==> src/rtl/jr_hazard_ctrl_pkg.sv <==
// Shared MIPS control definitions: decode constants for register jumps and
// the jump-controller state encoding.
package jr_hazard_ctrl_pkg;

    // Main-decoder ALU op class for R-type instructions
    localparam logic [1:0] JR_ALUOP   = 2'b10;

    // R-type funct codes of the register jumps
    localparam logic [5:0] JR_FUNCT   = 6'h08;
    localparam logic [5:0] JALR_FUNCT = 6'h09;

    // Register that receives the return address of a JALR
    localparam int unsigned LINK_REG  = 31;

    // Jump controller states
    typedef enum logic [1:0] {
        ST_IDLE     = 2'd0,
        ST_WAIT     = 2'd1,
        ST_REDIRECT = 2'd2
    } jr_state_e;

    // Returns 1 when the low two bits of a jump target are nonzero
    function automatic logic is_misaligned(input logic [1:0] low_bits);
        return (low_bits != 2'b00);
    endfunction

endpackage

==> src/rtl/jr_operand_mux.sv <==
// Jump-source operand selection and EX/MEM hazard detection.
// r0 always reads as zero and never causes a hazard. A pending EX/MEM write
// to rs means the value does not exist anywhere yet, so it takes priority
// over a MEM/WB forward of an older value to the same register.
module jr_operand_mux #(
    parameter int DATA_W = 32,
    parameter int REG_AW = 5
) (
    input  logic [REG_AW-1:0] rs_addr,
    input  logic [DATA_W-1:0] rs_data,
    input  logic              busy_we,
    input  logic [REG_AW-1:0] busy_rd,
    input  logic              fwd_we,
    input  logic [REG_AW-1:0] fwd_rd,
    input  logic [DATA_W-1:0] fwd_data,
    output logic [DATA_W-1:0] operand,
    output logic              hazard
);

    logic rs_is_zero;
    logic fwd_hit;

    // Pick r0 / forwarded / register-file value and flag an unresolved source
    always_comb begin
        rs_is_zero = (rs_addr == '0);
        hazard     = busy_we && (busy_rd == rs_addr) && !rs_is_zero;
        fwd_hit    = fwd_we && (fwd_rd == rs_addr);
        operand    = rs_data;
        if (rs_is_zero) begin
            operand = '0;
        end else if (hazard) begin
            operand = rs_data;
        end else if (fwd_hit) begin
            operand = fwd_data;
        end
    end

endmodule

==> src/rtl/jr_hazard_ctrl.sv <==
// JR/JALR control for the ID stage: stalls while the jump source is still
// being produced, then redirects the PC for one cycle, flushing IF/ID and
// writing the return address for JALR. Misaligned targets and hazards that
// never resolve are recorded in sticky error flags.
module jr_hazard_ctrl
    import jr_hazard_ctrl_pkg::*;
#(
    parameter int DATA_W   = 32,
    parameter int REG_AW   = 5,
    parameter int FUNCT_W  = 6,
    parameter int WAIT_MAX = 15
) (
    input  logic               clk,
    input  logic               reset,
    input  logic               valid_id,
    input  logic [1:0]         alu_op,
    input  logic [FUNCT_W-1:0] funct,
    input  logic [REG_AW-1:0]  rs_addr,
    input  logic [DATA_W-1:0]  rs_data,
    input  logic [DATA_W-1:0]  pc_plus4,
    input  logic               busy_we,
    input  logic [REG_AW-1:0]  busy_rd,
    input  logic               fwd_we,
    input  logic [REG_AW-1:0]  fwd_rd,
    input  logic [DATA_W-1:0]  fwd_data,
    output logic               stall,
    output logic               flush,
    output logic               pc_sel,
    output logic [DATA_W-1:0]  jr_target,
    output logic               link_we,
    output logic [DATA_W-1:0]  link_data,
    output logic               err_misalign,
    output logic               err_timeout
);

    localparam int CNT_W = (WAIT_MAX < 1) ? 1 : $clog2(WAIT_MAX + 1);

    jr_state_e          state_q, state_d;
    logic [CNT_W-1:0]   count_q, count_d;
    logic [DATA_W-1:0]  target_q, target_d;
    logic [DATA_W-1:0]  link_data_q, link_data_d;
    logic               jalr_q, jalr_d;
    logic               err_misalign_q, err_misalign_d;
    logic               err_timeout_q, err_timeout_d;

    logic [DATA_W-1:0]  operand;
    logic               hazard;
    logic               funct_jr;
    logic               funct_jalr;
    logic               detect;

    jr_operand_mux #(
        .DATA_W (DATA_W),
        .REG_AW (REG_AW)
    ) u_operand_mux (
        .rs_addr  (rs_addr),
        .rs_data  (rs_data),
        .busy_we  (busy_we),
        .busy_rd  (busy_rd),
        .fwd_we   (fwd_we),
        .fwd_rd   (fwd_rd),
        .fwd_data (fwd_data),
        .operand  (operand),
        .hazard   (hazard)
    );

    // Decode a register jump in ID; the instruction behind a redirect is dead
    always_comb begin
        funct_jr   = (alu_op == JR_ALUOP) && (funct == FUNCT_W'(JR_FUNCT));
        funct_jalr = (alu_op == JR_ALUOP) && (funct == FUNCT_W'(JALR_FUNCT));
        detect     = valid_id && (funct_jr || funct_jalr) && (state_q != ST_REDIRECT);
    end

    // Next-state logic: capture the jump once its source is resolved
    always_comb begin
        state_d        = state_q;
        count_d        = count_q;
        target_d       = target_q;
        link_data_d    = link_data_q;
        jalr_d         = jalr_q;
        err_misalign_d = err_misalign_q;
        err_timeout_d  = err_timeout_q;

        unique case (state_q)
            ST_IDLE: begin
                if (detect) begin
                    if (hazard) begin
                        state_d = ST_WAIT;
                        count_d = '0;
                    end else begin
                        state_d        = ST_REDIRECT;
                        target_d       = {operand[DATA_W-1:2], 2'b00};
                        err_misalign_d = err_misalign_q | is_misaligned(operand[1:0]);
                        jalr_d         = funct_jalr;
                        if (funct_jalr) begin
                            link_data_d = pc_plus4;
                        end
                    end
                end
            end
            ST_WAIT: begin
                if (!hazard) begin
                    state_d        = ST_REDIRECT;
                    count_d        = '0;
                    target_d       = {operand[DATA_W-1:2], 2'b00};
                    err_misalign_d = err_misalign_q | is_misaligned(operand[1:0]);
                    jalr_d         = funct_jalr;
                    if (funct_jalr) begin
                        link_data_d = pc_plus4;
                    end
                end else if ((count_q + CNT_W'(1)) == CNT_W'(WAIT_MAX)) begin
                    state_d       = ST_IDLE;
                    count_d       = '0;
                    err_timeout_d = 1'b1;
                end else begin
                    count_d = count_q + CNT_W'(1);
                end
            end
            ST_REDIRECT: begin
                state_d = ST_IDLE;
            end
            default: begin
                state_d = ST_IDLE;
            end
        endcase
    end

    // State and capture registers with synchronous reset
    always_ff @(posedge clk) begin
        if (reset) begin
            state_q        <= ST_IDLE;
            count_q        <= '0;
            target_q       <= '0;
            link_data_q    <= '0;
            jalr_q         <= 1'b0;
            err_misalign_q <= 1'b0;
            err_timeout_q  <= 1'b0;
        end else begin
            state_q        <= state_d;
            count_q        <= count_d;
            target_q       <= target_d;
            link_data_q    <= link_data_d;
            jalr_q         <= jalr_d;
            err_misalign_q <= err_misalign_d;
            err_timeout_q  <= err_timeout_d;
        end
    end

    // Pipeline control from state and inputs, silenced while reset is high
    always_comb begin
        stall   = 1'b0;
        flush   = 1'b0;
        pc_sel  = 1'b0;
        link_we = 1'b0;
        if (!reset) begin
            unique case (state_q)
                ST_IDLE: begin
                    stall = detect;
                end
                ST_WAIT: begin
                    stall = 1'b1;
                end
                ST_REDIRECT: begin
                    flush   = 1'b1;
                    pc_sel  = 1'b1;
                    link_we = jalr_q;
                end
                default: begin
                    stall = 1'b0;
                end
            endcase
        end
    end

    assign jr_target    = target_q;
    assign link_data    = link_data_q;
    assign err_misalign = err_misalign_q;
    assign err_timeout  = err_timeout_q;

endmodule

==> config.mk <==
export PLATFORM = sky130hd
export DESIGN_NAME = jr_hazard_ctrl
export DESIGN_NICKNAME = d
export VERILOG_FILES = /design/src/rtl/jr_hazard_ctrl_pkg.sv /design/src/rtl/jr_operand_mux.sv /design/src/rtl/jr_hazard_ctrl.sv
export SDC_FILE = /design/constraint.sdc
export NUM_CORES = 1
export LEC_CHECK = 0
export CAP_MARGIN = 15
export CORE_UTILIZATION = 42
export CTS_BUF_LIST = sky130_fd_sc_hd__clkbuf_8
export CTS_CLUSTER_SIZE = 16
export DETAILED_ROUTE_END_ITERATION = 10
export PLACE_DENSITY = 0.91
export REMOVE_ABC_BUFFERS = 1
export SLEW_MARGIN = 30
export SYNTH_ARGS = -nofsm -noshare
export SYNTH_HDL_FRONTEND = slang
export SYNTH_SLANG_ARGS = --single-unit
==> constraint.sdc <==
create_clock -name clk -period 5.5 [get_ports clk]
set_clock_uncertainty 0.2 [all_clocks]
set_input_delay 0.55 -clock clk [delete_from_list [all_inputs] [get_ports clk]]
set_output_delay 0.55 -clock clk [all_outputs]
set_load 0.01 [all_outputs]
---- Word level (Yosys, flattened, before mapping) ----
Index checks and enable logic that the tools add are counted.
operators by class
  add/subtract/negate cells ............... 1
  equality and inequality tests ........... 12
  muxes and demuxes ....................... 32
  bitwise gates (word level) .............. 1
  reductions and logical operators ........ 17
operators by type and width
  operator             number
  $mux 32              8
  $pmux 32 s2          2
  $mux 4               4
  $eq 6x4->1 const B   2
  $eq 5x5->1           2
  $mux 1               9
  $mux 2               4
  $pmux 4 s2           1
  $logic_and 1x1->1    7
  $ne 2x2->1 const B   3
  $pmux 1 s2           3
  $reduce_and 3->1     2
  $logic_not 5->1      1
  $add 4x1->4 const B  1
  $eq 2x2->1 const B   2
  $eq 4x4->1 const B   1
  $pmux 2 s2           1
  $reduce_and 2->1     2
  $reduce_bool 2->1    2
  $ne 3x3->1 const B   1
  $eq 2x1->1 const B   1
  $logic_not 2->1      1
  $logic_not 1->1      1
  $logic_or 1x1->1     1
  $or 1x1->1           1
storage, ports and cells
  bits in registers ....................... 73
  bits of input ports ..................... 124
  output and inout port bits .............. 70

---- Longest topological paths before layout ----
Gate-level depths: netlist of run 1.
  word-level depth ........................ 10
  mapped depth ............................ 7
  gate-level depth less buffers ........... 6

---- Hierarchy ----
Synthesis of run 1 repeated with hierarchy kept, for this count alone.
second synthesis, totals
  cells, all modules ...................... 478
  area total of the unflattened synthesis .. 3906.2 sq um
modules (own cells, without submodules)
  module          times used  cells an instance  area each (sq um)  seq. area each (sq um)
  jr_hazard_ctrl  1           346                3146.8             1421.4
  jr_operand_mux  1           132                759.5              0.0

---- Worst setup path after synthesis of run 1 ----
OpenSTA, ideal clock, no wires.
  path type ............................... input to register
  start ................................... input rs_addr[0]
  end ..................................... register link_data_q[22], in the netlist link_data[22]
  arrival ................................. 2.052 ns
  required time ........................... 5.228 ns
  slack ................................... 3.177 ns
  cell stages on the path ................. 7
  path buffers ............................ 2
  cells stage by stage .................... or4_1 -> nor2_2 -> o311a_2 -> and3_1 -> buf_6 -> buf_8 -> mux2i_1
on the way
  longest elaborated chain between the ends .. 6
  elaborated cells on any way between the ends .. 8
  classes of those cells .................. eq/ne (1); mux (3); reduce/logical (4)
RTL lines
  what                                                  line                                        RTL
  start, declared                                       jr_hazard_ctrl.sv:18                        input logic [REG_AW-1:0] rs_addr,
  $eq 5x5->1 or $logic_not 5->1 (tied branches)         jr_operand_mux.sv:26, jr_operand_mux.sv:25
  $logic_and 1x1->1 or $logic_not 1->1 (tied branches)  jr_operand_mux.sv:26                        hazard = busy_we && (busy_rd == rs_addr) && !rs_is_zero;
  $logic_and 1x1->1 *                                   jr_operand_mux.sv:26
  $mux 32 *                                             n/a
  $mux 32                                               n/a
  $pmux 32 s2 *                                         n/a
  end signal, assigned                                  jr_hazard_ctrl.sv:142                       link_data_q <= link_data_d;
  end, declared                                         jr_hazard_ctrl.sv:41                        logic [DATA_W-1:0] link_data_q, link_data_d;
Every way passes the cells marked *; elsewhere a longest branch is shown, timed or not. The select of a mux whose other input is x is not followed.
A chain may end at the register's enable or synchronous reset.

---- Final worst setup path of run 1 ----
  start ................................... input alu_op[0]
  end ..................................... output stall
on the way
  longest elaborated chain between the ends .. 7
  elaborated cells on any way between the ends .. 8
  classes of those cells .................. eq/ne (1); mux (2); reduce/logical (5)
RTL lines
  what                                  line                                        RTL
  start, declared                       jr_hazard_ctrl.sv:16                        input logic [1:0] alu_op,
  $eq 2x2->1 *                          jr_hazard_ctrl.sv:69, jr_hazard_ctrl.sv:70
  $logic_and 1x1->1 (on tied branches)  jr_hazard_ctrl.sv:69, jr_hazard_ctrl.sv:70
  $logic_or 1x1->1 *                    jr_hazard_ctrl.sv:71                        detect = valid_id && (funct_jr || funct_jalr) && (state_q != ST_REDIRECT);
  $logic_and 1x1->1 * (2 in series)     jr_hazard_ctrl.sv:71
  $pmux 1 s2 *                          jr_hazard_ctrl.sv:156                       unique case (state_q)
  $mux 1 *                              jr_hazard_ctrl.sv:155                       if (!reset) begin
  end, declared                         jr_hazard_ctrl.sv:26                        output logic stall,
Every way passes the cells marked *; elsewhere a longest branch is shown, timed or not.

==> results of run 1 <==
[state kept, by name, summed over array words and instances (netlist names)]
register	count
jr_target	30
state_q	2
link_data	32
err_misalign	1
jalr_q	1
count_q	4
err_timeout	1
[final timing paths]
| kind | endpoint | slack, ns | cells past startpoint |
|---|---|---|---|
| min reg2reg | err_timeout | 0.25 | 2 |
| min | err_timeout | 0.25 | 2 |
| max reg2reg | link_data[21] | 3.26 | 4 |
| max | stall | 2.36 | 6 |
[stage by stage]
step           hold WS, ns  instance area (sq um)
2_1_floorplan        0.239                   3180
5_1_grt              0.270                   5470
3_3_place_gp         0.239                   5230
6_report             0.246                   5470
3_5_place_dp         0.239                   5240
4_1_cts              0.250                   5470
[synth_stat cells (all sizes together)]
| cell type | n |
|---|---|
| inv | 8 |
| o32ai | 1 |
| buf | 10 |
| nand4 | 2 |
| nor2 | 7 |
| and2 | 2 |
| nand4b | 1 |
| o31a | 1 |
| nand3 | 3 |
| clkbuf | 15 |
| o2bb2ai | 30 |
| a41o | 1 |
| a2111oi | 1 |
| ha | 2 |
| nor2b | 4 |
| nand2b | 65 |
| a21oi | 2 |
| nor3b | 1 |
| conb | 1 |
| o22ai | 1 |
| or4 | 1 |
| o31ai | 1 |
| nand2 | 7 |
| nor4 | 2 |
| or4b | 1 |
| o311a | 1 |
| dfxtp | 71 |
| and3 | 3 |
| xnor2 | 7 |
| or3 | 1 |
| o211ai | 2 |
| nor3 | 3 |
| o21ai | 3 |
| mux2i | 62 |
| xor2 | 4 |
[cells in the final DEF (no fill, tap or decap), types with 3 or more instances in the layout]
| master | count |
|---|---|
| dfxtp_1 | 71 |
| nand2_1 | 6 |
| inv_1 | 8 |
| o21ai_0 | 3 |
| o2bb2ai_1 | 30 |
| clkdlybuf4s50_1 | 191 |
| clkbuf_8 | 11 |
| nor2b_1 | 4 |
| xor2_1 | 4 |
| nor2_1 | 5 |
| mux2i_1 | 62 |
| nand3_1 | 3 |
| xnor2_1 | 7 |
| nor3_1 | 3 |
| nand2b_1 | 65 |
[metal layers]
layer	global-route usage, %	share of wire, %	up-vias
met5	0	0	-
met4	9.52	1.5	0
met3	12.4	13	14
met2	37.4	47	141
met1	21.8	38	1374
li1	-	-	1496
[cells by family (layout without fill, tap and decap cells)]
kind of cell    after synthesis  count (layout)
flops                        71              71
mux                          62              62
compound gates               44              44
simple gates                103             103
xor+xnor                     11              11
fa+ha+maj                     2               2
buf+inv                      33             216
other cells                   1               2
[power by group]
part           leakage (nW)  internal (mW)  switching, mW
sequential            0.572          0.514       0.000285
clock                 0.112          0.279          0.198
combinational          1.15         0.0994         0.0394
[final cells by class]
type,instances,area [sq um],area share (%)
well taps,102,128,2.33
repair buffers,192,1920,35.1
flip-flops and latches,71,1420,26.0
clock inverters,5,80.1,1.46
multi-input cells,224,1740,31.8
inverters,8,30.0,0.549
clock buffers,11,151,2.77
[worst max-delay path: cells and delay by family]
family	cells	cell delay [ns]
buf+inv	2	0.99
compound gates	1	0.26
simple gates	3	0.58
==> results.tsv, run 1 <==
stage	metric	value	unit
timing	final hold vios	0	
cts	CTS H-tree depth	3	
placement	Placed Cells	597	
detailed_routing	Post-Route WL	8.97	mm
worst_setup_path	Crit. Startpoint	alu_op[0]	
cts	clock root cell	clkbuf_8	
grt	pin count of the biggest net entering global routing	76	
timing	final max-slew violation count	0	
hold_path	Hold WC Path Type	reg -> reg	
power_and_ir_drop	LEAKAGE	1.83	nW
worst_setup_path	worst setup path class	in -> out	
timing	final setup vio count	0	
timing	final worst path period share	57.0	%
synth	Synth area leader	dfxtp_1	
placement	HPWL Detailed	6.71	mm
cells_and_area	Nets	632	
floorplanning	# rows	32	
grt	gr usage total	21.9	%
placement	number of port buffers	191	
placement	DP Worst Slack	2.03	ns
timing	worst slew pin tran	0.924	ns
cts	post-CTS sizing	0	
worst_setup_path	critical path required time	4.75	ns
grt	total grt overflow	0	
detailed_routing	Via density	4.93	
synth	Synth Cell Area	3330	sq um
grt	first-pass GRT wire length	14.3	mm
hold_path	Hold Startpoint	err_timeout	
timing	fmax	319	MHz
detailed_routing	initial drt markers	81	
floorplanning	Initial Util	43.4	%
synth	synthesized-area fraction occupied by adder cells	0.750	%
grt	antenna violations before repair	0	
cells_and_area	filler instances	575	
synth	XOR/XNOR share of the synthesized area	2.89	%
worst_setup_path	CP max stage cell	clkdlybuf4s50_1	
flow_run	max-cap violations	0	
synth	area fraction of the dominant cell type after synthesis	42.6	%
detailed_routing	DRC violations left	0	
worst_setup_path	Worst R2R Start	state_q[0]	
synth	warnings from Yosys	0	
worst_setup_path	Worst Path Arrival	2.39	ns
synth	Cells after Synth	327	
cts	Clk Latency, worst-skew pair	0.35	ns
timing	Slew HR	38.4	%
detailed_routing	antenna-violating nets left	0	
floorplanning	core area	7690	sq um
detailed_routing	via count	3025	
worst_setup_path	Worst Path Max Fanout	2	
timing	min Tclk post-route	3.14	ns
cells_and_area	share of cells above drive strength 1	4.50	%
synth	post-synthesis mux area share	18.6	%
synth	largest family of logic cells by synthesized area	multiplexers	
cts	post-CTS setup buffers	0	
worst_setup_path	worst-path cell chain	clkdlybuf4s50_1 -> nor4_1 -> a41o_1 -> nand2_1 -> nor2_1 -> clkdlybuf4s50_1	
cts	clock sinks	71	
floorplanning	full die area	8300	sq um
synth	Synth Area in Simple Gates	18.4	%
power_and_ir_drop	Peak VDD IR	0.150	mV
cells_and_area	final core area utilization	71.1	%
cts	CTS tree	done	
worst_setup_path	Crit. End Element	output pin	
floorplanning	I/O pin cnt	194	
synth	number of synthesized register bits	71	
cells_and_area	antenna cells	0	
synth	average size of a mapped cell	10.2	sq um
power_and_ir_drop	Pwr Density	207	nW/um^2
grt	via count of the first global-routing pass	3092	
timing	PnR worst setup slack	2.36	ns
cts	Worst-path clk slew	0.07	ns
status	status	finished clean	
cts	Max Root-Sink Buffers	2	
cts	hold_buf cts	0	
floorplanning	chip width	91.1	um
floorplanning	DIE HEIGHT	91.1	um
synth	unique cell type count in the Yosys netlist	40	
worst_setup_path	Critical Path Source Type	input port	
timing	Final TNS setup	0	ns
synth	largest cells by area after synthesis	dfxtp_1 43%, mux2i_1 19%, nand2b_1 12%	
placement	Final GP Congestion	0.785	
synth	sequential share of the synthesized area	42.6	%
worst_setup_path	slowest cell delay on critical path	0.59	ns
cts	number of buffers created by CTS	9	
cells_and_area	Cell Count, Final, Fillers Out	613	
synth	Compound-Gate Fraction of Synth Area	10.9	%
cells_and_area	P&R area growth vs syn	64.0	%
power_and_ir_drop	Final Power	1.13	mW
detailed_routing	wire per inst	14.6	um
detailed_routing	DRT Pass-1 Iters	4	
worst_setup_path	most used cell, CP	clkdlybuf4s50_1	
timing	RSZ-0062 raised after global routing	no	
(Power assumes the default switching activity.)
==> inputs of run 2 (changes only) <==
- CORE_UTILIZATION: 42 -> 35
- PLACE_DENSITY: 0.91 -> 0.81
- clock period: 5.5 -> 2.5 ns (I/O delays scaled with it)
==> run 2 against run 1 <==
  * Flip-flop and latch count did not move
  * Design area increased by 2.8%
  * Clock power grew 110%
  * First-iteration DRC count is 60% lower
  * Setup slack got worse by 2.2 ns
  * Sequential share of layout area shrank 0.71 points
  * Utilization down 10 points
  * Cell count grew 6.5%
  * Sequential power increased by 120%
  * Total power grew 120%
  * Largest cell class unchanged
==> results.tsv, run 2 (synthesized netlist as in run 1, its figures left out) <==
stage	metric	value	unit	change
detailed_routing	wire per inst	13.0	um	-11%
grt	GRT met1 Usage	17.9	%	-3.9 points
power_and_ir_drop	Final Power	2.45	mW	+120%
cts	clock sinks	71		unchanged
timing	Slew HR	57.2	%	+19 points
placement	number of port buffers	191		unchanged
worst_setup_path	Crit. End Element	output pin		
timing	min Tclk post-route	2.37	ns	
worst_setup_path	Critical Path End	stall		
floorplanning	# rows	35		+9.4%
cells_and_area	Cell Count, Final, Fillers Out	653		+6.5%
grt	GR Util met3	5.76	%	-6.6 points
floorplanning	Initial Util	36.1	%	-7.3 points
flow_run	max-cap violations	0		unchanged
detailed_routing	Via density	4.66		-5.5%
placement	DP Worst Slack	-0.0369	ns	-2.06 ns
worst_setup_path	Worst Reg-to-Reg Cells	5		+1
timing	worst slew pin tran	0.637	ns	-0.287 ns
cts	Max Root-Sink Buffers	2		unchanged
grt	first-pass GRT wire length	13.5	mm	-5.6%
cells_and_area	antenna cells	0		unchanged
cells_and_area	Nets	645		+2.1%
cts	hold_buf cts	0		unchanged
grt	met2 Use GR	31.0	%	-6.3 points
floorplanning	core area	9240	sq um	+20%
cts	number of buffers created by CTS	9		unchanged
status	status	finished clean		
cells_and_area	filler instances	778		+35%
cts	clock root cell	clkbuf_8		
detailed_routing	initial drt markers	32		-60%
timing	fmax	422	MHz	
placement	Final GP Congestion	0.862		+9.8%
grt	gr busiest metal	met2		
worst_setup_path	Critical Path Source Type	input port		
floorplanning	full die area	9920	sq um	+20%
cells_and_area	most frequent cells in the layout	190 x clkdlybuf4s50_1, 71 x dfxtp_1, 65 x nand2b_1		
worst_setup_path	Worst Path Arrival	1.92	ns	-0.47 ns
detailed_routing	via count	3046		+0.69%
grt	via count of the first global-routing pass	2968		-4.0%
cts	CTS H-tree depth	3		unchanged
grt	antenna violations before repair	0		unchanged
timing	final max-slew violation count	0		unchanged
floorplanning	I/O pin cnt	194		unchanged
floorplanning	chip width	99.6	um	+9.3%
worst_setup_path	worst setup path class	in -> out		
cells_and_area	most common cell after layout, fill and taps aside	clkdlybuf4s50_1		
timing	RSZ-0062 raised after global routing	no		
detailed_routing	DRC violations left	0		unchanged
placement	HPWL Detailed	6.56	mm	-2.2%
hold_path	Hold WC Path Type	in -> reg		
timing	final hold vios	0		unchanged
detailed_routing	antenna-violating nets left	0		unchanged
power_and_ir_drop	Peak VDD IR	0.237	mV	+57%
cts	Clk Latency, worst-skew pair	0.34	ns	about the same
cts	Worst-path clk slew	0.07	ns	about the same
cells_and_area	share of cells above drive strength 1	6.87	%	+2.4 points
power_and_ir_drop	Pwr Density	436	nW/um^2	+110%
grt	gr usage total	17.0	%	-4.9 points
detailed_routing	DRT Pass-1 Iters	5		+1
worst_setup_path	Worst Path Max Fanout	2		unchanged
timing	final setup vio count	0		unchanged
worst_setup_path	critical path required time	2.05	ns	-2.70 ns
worst_setup_path	r2r endpoint	err_timeout		
floorplanning	DIE HEIGHT	99.6	um	+9.3%
cells_and_area	final core area utilization	60.9	%	-10 points
detailed_routing	Post-Route WL	8.50	mm	-5.3%
worst_setup_path	Worst R2R Start	count_q[1]		
worst_setup_path	reg-to-reg slack, setup	0.62	ns	-2.64 ns
timing	final worst path period share	94.7	%	
cells_and_area	max FFs per register	32		unchanged
grt	pin count of the biggest net entering global routing	69		-9.2%
placement	Placed Cells	637		+6.7%
timing	PnR worst setup slack	0.132	ns	-2.23 ns
cells_and_area	P&R area growth vs syn	68.6	%	
cts	CTS tree	done		
worst_setup_path	Crit. Startpoint	alu_op[0]		
power_and_ir_drop	LEAKAGE	1.90	nW	+3.9%
timing	hold_ws	0.0106	ns	-0.235 ns
grt	total grt overflow	0		unchanged
## run 2: cell types whose count changed in the layout (fill, tap and decap cells not counted)
cell / before / now
nand2_2: 1 / 0
clkbuf_8: 11 / 10
nor4_2: 0 / 1
nor4_1: 2 / 1
inv_1: 8 / 9
clkinv_4: 0 / 1
nor2_2: 1 / 2
nor2_4: 1 / 0
clkdlybuf4s50_1: 191 / 190
nand2_1: 6 / 7
buf_2: 0 / 1
buf_12: 0 / 3
clkinvlp_4: 2 / 1
buf_4: 1 / 11
## run 2: how the worst min path moves through the flow
| stage | startpoint | to | cells past startpoint |
|---|---|---|---|
| finish | reset | err_timeout | 2 |
| global route | reset | err_timeout | 2 |
| CTS | reset | err_timeout | 2 |
| detailed placement | jr_target[10] | jr_target[10] | 1 |
| global placement | jr_target[5] | jr_target[5] | 1 |
| floorplan | reset | err_timeout | 1 |
## run 2: worst max-delay path, stage by stage
cell and delay [ns]:
clkdlybuf4s50_1 0.42, nor4_2 0.31, a41o_1 0.24, nand2_1 0.08
nor2_1 0.08, clkdlybuf4s50_1 0.54
## run 2: routing by layer
metal	vias up	wire [um]	part of all wire (%)
li1	1518	-	-
met1	1372	3390	40
met2	143	4100	48
met3	13	870	10
met4	0	143	1.7
met5	-	0	0
## run 2: layout make-up
| type | count | area [sq um] | area share, % |
|---|---|---|---|
| clock inverter | 6 | 85.1 | 1.51 |
| sequential | 71 | 1420 | 25.3 |
| tap | 129 | 161 | 2.87 |
| inverter | 8 | 30.0 | 0.534 |
| timing repair buffer | 205 | 2050 | 36.4 |
| clock buffer | 10 | 138 | 2.45 |
| multi-input combinational | 224 | 1740 | 30.9 |
## run 2: through the flow
step	TNS, ns	instance area (sq um)
after global placement	0	5390
after floorplan	-11.06	3180
after CTS	0	5620
after global routing	0	5620
final	0	5620
after detailed placement	-0.479	5390
## run 2: power by group
| group | switching (mW) | leakage [nW] | internal (mW) |
|---|---|---|---|
| sequential | 0.000600 | 0.572 | 1.13 |
| combinational | 0.0878 | 1.22 | 0.225 |
| clock | 0.421 | 0.114 | 0.585 |
## run 2: timing repair
| action | in CTS | in global routing |
|---|---|---|
| buffers inserted | 0 | 0 |
| endpoints found under the setup margin | 0 | 1 |
| resized for setup | 0 | 1 |
==> inputs of run 3 (changes only) <==
- GPL_TIMING_DRIVEN: default -> 0
==> run 3 against run 2 <==
  * Sequential power is essentially flat
  * Cell count shrank 0.31%
  * Non-clock buffer count shrank 2
  * Global-route usage shrank 0.10 points
  * Register-to-register slack lost 0.07 ns
  * Critical path depth is the same
  * Largest power group unchanged
  * Setup slack lost 0.056 ns
  * Via count shrank 0.36%
  * Wire length grew 1.0%
  * Sequential share of layout area shrank 0.23 points
  * Utilization grew 0.57 points
  * Worst hold slack gained 0.14 ns
==> results.tsv, run 3 (synthesized netlist as in run 1, its figures left out) <==
stage	metric	value	unit	change
status	status	finished clean		
worst_setup_path	Crit. End Element	output pin		
placement	DP Worst Slack	-0.618	ns	-0.581 ns
detailed_routing	DRC violations left	0		unchanged
timing	worst slew pin tran	0.530	ns	-0.107 ns
cts	Worst-path clk slew	0.07	ns	about the same
detailed_routing	Via density	4.66		about the same
detailed_routing	wire per inst	13.2	um	+1.3%
worst_setup_path	largest delay contributor family on the critical path	buffers and inverters		
placement	number of port buffers	191		unchanged
cells_and_area	final core area utilization	61.4	%	+0.57 points
floorplanning	full die area	9920	sq um	unchanged
worst_setup_path	slowest cell delay on critical path	0.55	ns	about the same
timing	PnR worst setup slack	0.0757	ns	-0.0563 ns
flow_run	max-cap violations	0		unchanged
worst_setup_path	CP max stage cell	clkdlybuf4s50_1		
detailed_routing	antenna-violating nets left	0		unchanged
cells_and_area	share of cells above drive strength 1	6.90	%	+0.026 points
worst_setup_path	Worst Reg-to-Reg Cells	6		+1
cts	hold_buf cts	0		unchanged
timing	final worst path period share	97.0	%	+2.3 points
detailed_routing	initial drt markers	55		+72%
power_and_ir_drop	Final Power	2.48	mW	+1.2%
timing	min Tclk post-route	2.42	ns	+0.0563 ns
cells_and_area	max FFs per register	32		unchanged
worst_setup_path	Worst Path Max Fanout	2		unchanged
cts	Clk Latency, worst-skew pair	0.33	ns	about the same
worst_setup_path	Worst Path Arrival	1.97	ns	+0.05 ns
floorplanning	I/O pin cnt	194		unchanged
grt	pin count of the biggest net entering global routing	52		-25%
cts	clock sinks	71		unchanged
worst_setup_path	most used cell, CP	clkdlybuf4s50_1		
power_and_ir_drop	LEAKAGE	1.92	nW	+0.95%
cells_and_area	most common cell after layout, fill and taps aside	clkdlybuf4s50_1		
floorplanning	# rows	35		unchanged
worst_setup_path	cell count along the critical path	6		unchanged
grt	via count of the first global-routing pass	2953		-0.51%
grt	first-pass GRT wire length	13.4	mm	-0.56%
worst_setup_path	Critical Path Source Type	input port		
cells_and_area	Cell Count, Final, Fillers Out	651		-0.31%
detailed_routing	Post-Route WL	8.58	mm	+1.0%
detailed_routing	DRT Pass-1 Iters	4		-1
grt	GRT met1 Usage	17.8	%	-0.087 points
floorplanning	Initial Util	36.1	%	unchanged
grt	gr busiest metal	met2		
cells_and_area	antenna cells	0		unchanged
floorplanning	DIE HEIGHT	99.6	um	unchanged
cells_and_area	Nets	643		-0.31%
placement	Final GP Congestion	0.793		-8.1%
cts	clock root cell	clkbuf_8		
power_and_ir_drop	Peak VDD IR	0.379	mV	+60%
hold_path	Hold WC Path Type	in -> reg		
timing	final max-slew violation count	0		unchanged
cts	Max Root-Sink Buffers	2		unchanged
worst_setup_path	worst setup path class	in -> out		
timing	final setup vio count	0		unchanged
placement	HPWL Detailed	6.48	mm	-1.3%
worst_setup_path	Buf/Inv on CP	2		unchanged
hold_path	WHS Path Cells	2		unchanged
grt	met2 Use GR	29.6	%	-1.4 points
cts	CTS H-tree depth	3		unchanged
placement	Placed Cells	627		-1.6%
worst_setup_path	worst-path cell chain	clkdlybuf4s50_1 -> nor4_2 -> a41o_1 -> nand2_1 -> nor2_1 -> clkdlybuf4s50_1		
timing	Slew HR	64.3	%	+7.1 points
worst_setup_path	critical path required time	2.05	ns	about the same
cells_and_area	most frequent cells in the layout	190 x clkdlybuf4s50_1, 71 x dfxtp_1, 65 x nand2b_1		
cts	number of buffers created by CTS	9		unchanged
floorplanning	chip width	99.6	um	unchanged
grt	total grt overflow	0		unchanged
grt	gr usage total	16.9	%	-0.10 points
timing	fmax	412	MHz	-2.3%
timing	RSZ-0062 raised after global routing	yes		
floorplanning	core area	9240	sq um	unchanged
power_and_ir_drop	Pwr Density	437	nW/um^2	+0.28%
detailed_routing	via count	3035		-0.36%
grt	GR Util met3	7.24	%	+1.5 points
cells_and_area	P&R area growth vs syn	70.2	%	
timing	final hold vios	0		unchanged
grt	antenna violations before repair	0		unchanged
cts	CTS tree	done		
run 3: changes by cell type in the layout (fill, tap and decap cells not counted), moves of 2 or more:
cell / delta
buf_4: -3
buf_16: +2
nor2_2: -2
nor2_4: +2
run 3: path summary, 6_finish.rpt:
| kind | to | startpoint | slack [ns] |
|---|---|---|---|
| worst max register to register | state_q[0] | count_q[0] | 0.55 |
| worst min-delay path | err_misalign | reset | 0.15 |
| worst min register to register | err_timeout | err_timeout | 0.25 |
| worst max-delay path | stall | funct[5] | 0.08 |
run 3: final cells by class:
| cell class | instances | area, sq um |
|---|---|---|
| clock buffer | 11 | 151 |
| clock inverter | 5 | 80.1 |
| fill | 760 | 3560 |
| inverter | 8 | 30.0 |
| multi-input combinational | 224 | 1770 |
| sequential | 71 | 1420 |
| tap | 129 | 161 |
| timing repair buffer | 203 | 2060 |
run 3: power by group:
part | total (mW) | internal [mW] | switching (mW)
clock | 1.03 | 0.615 | 0.420
combinational | 0.314 | 0.225 | 0.0890
sequential | 1.13 | 1.13 | 0.000583
run 3: worst reg2reg max path: cells and delay by family, from the launching register on:
family                     cells  cell delay, ns
and+or+nand+nor                1            0.10
AOI/OAI and AO/OA              2            0.75
buffers and inverters          2            0.17
DFF                            1            0.38
adders and majority gates      1            0.22
run 3: stage by stage:
step	hold WS, ns	cell area [sq um]	TNS, ns
final	0.147	5680	0
after CTS	0.103	5590	0
after floorplan	0.119	3180	-11.06
after global placement	0.242	5250	-95.33
after detailed placement	0.246	5350	-29.03
after global routing	0.149	5680	-0.0298
run 3: repair_timing:
item,in CTS,in global routing
cloned,0,0
endpoints found under the hold margin,0,0
resized for setup,2,4
pin swaps,0,2
setup buffers,0,8
setup endpoints to repair,50,27
run 3: routing by layer:
layer  vias up  wire, um
li1       1517         -
met1      1375      3430
met2       129      4070
met3        14       913
met4         0       166
met5         -         0
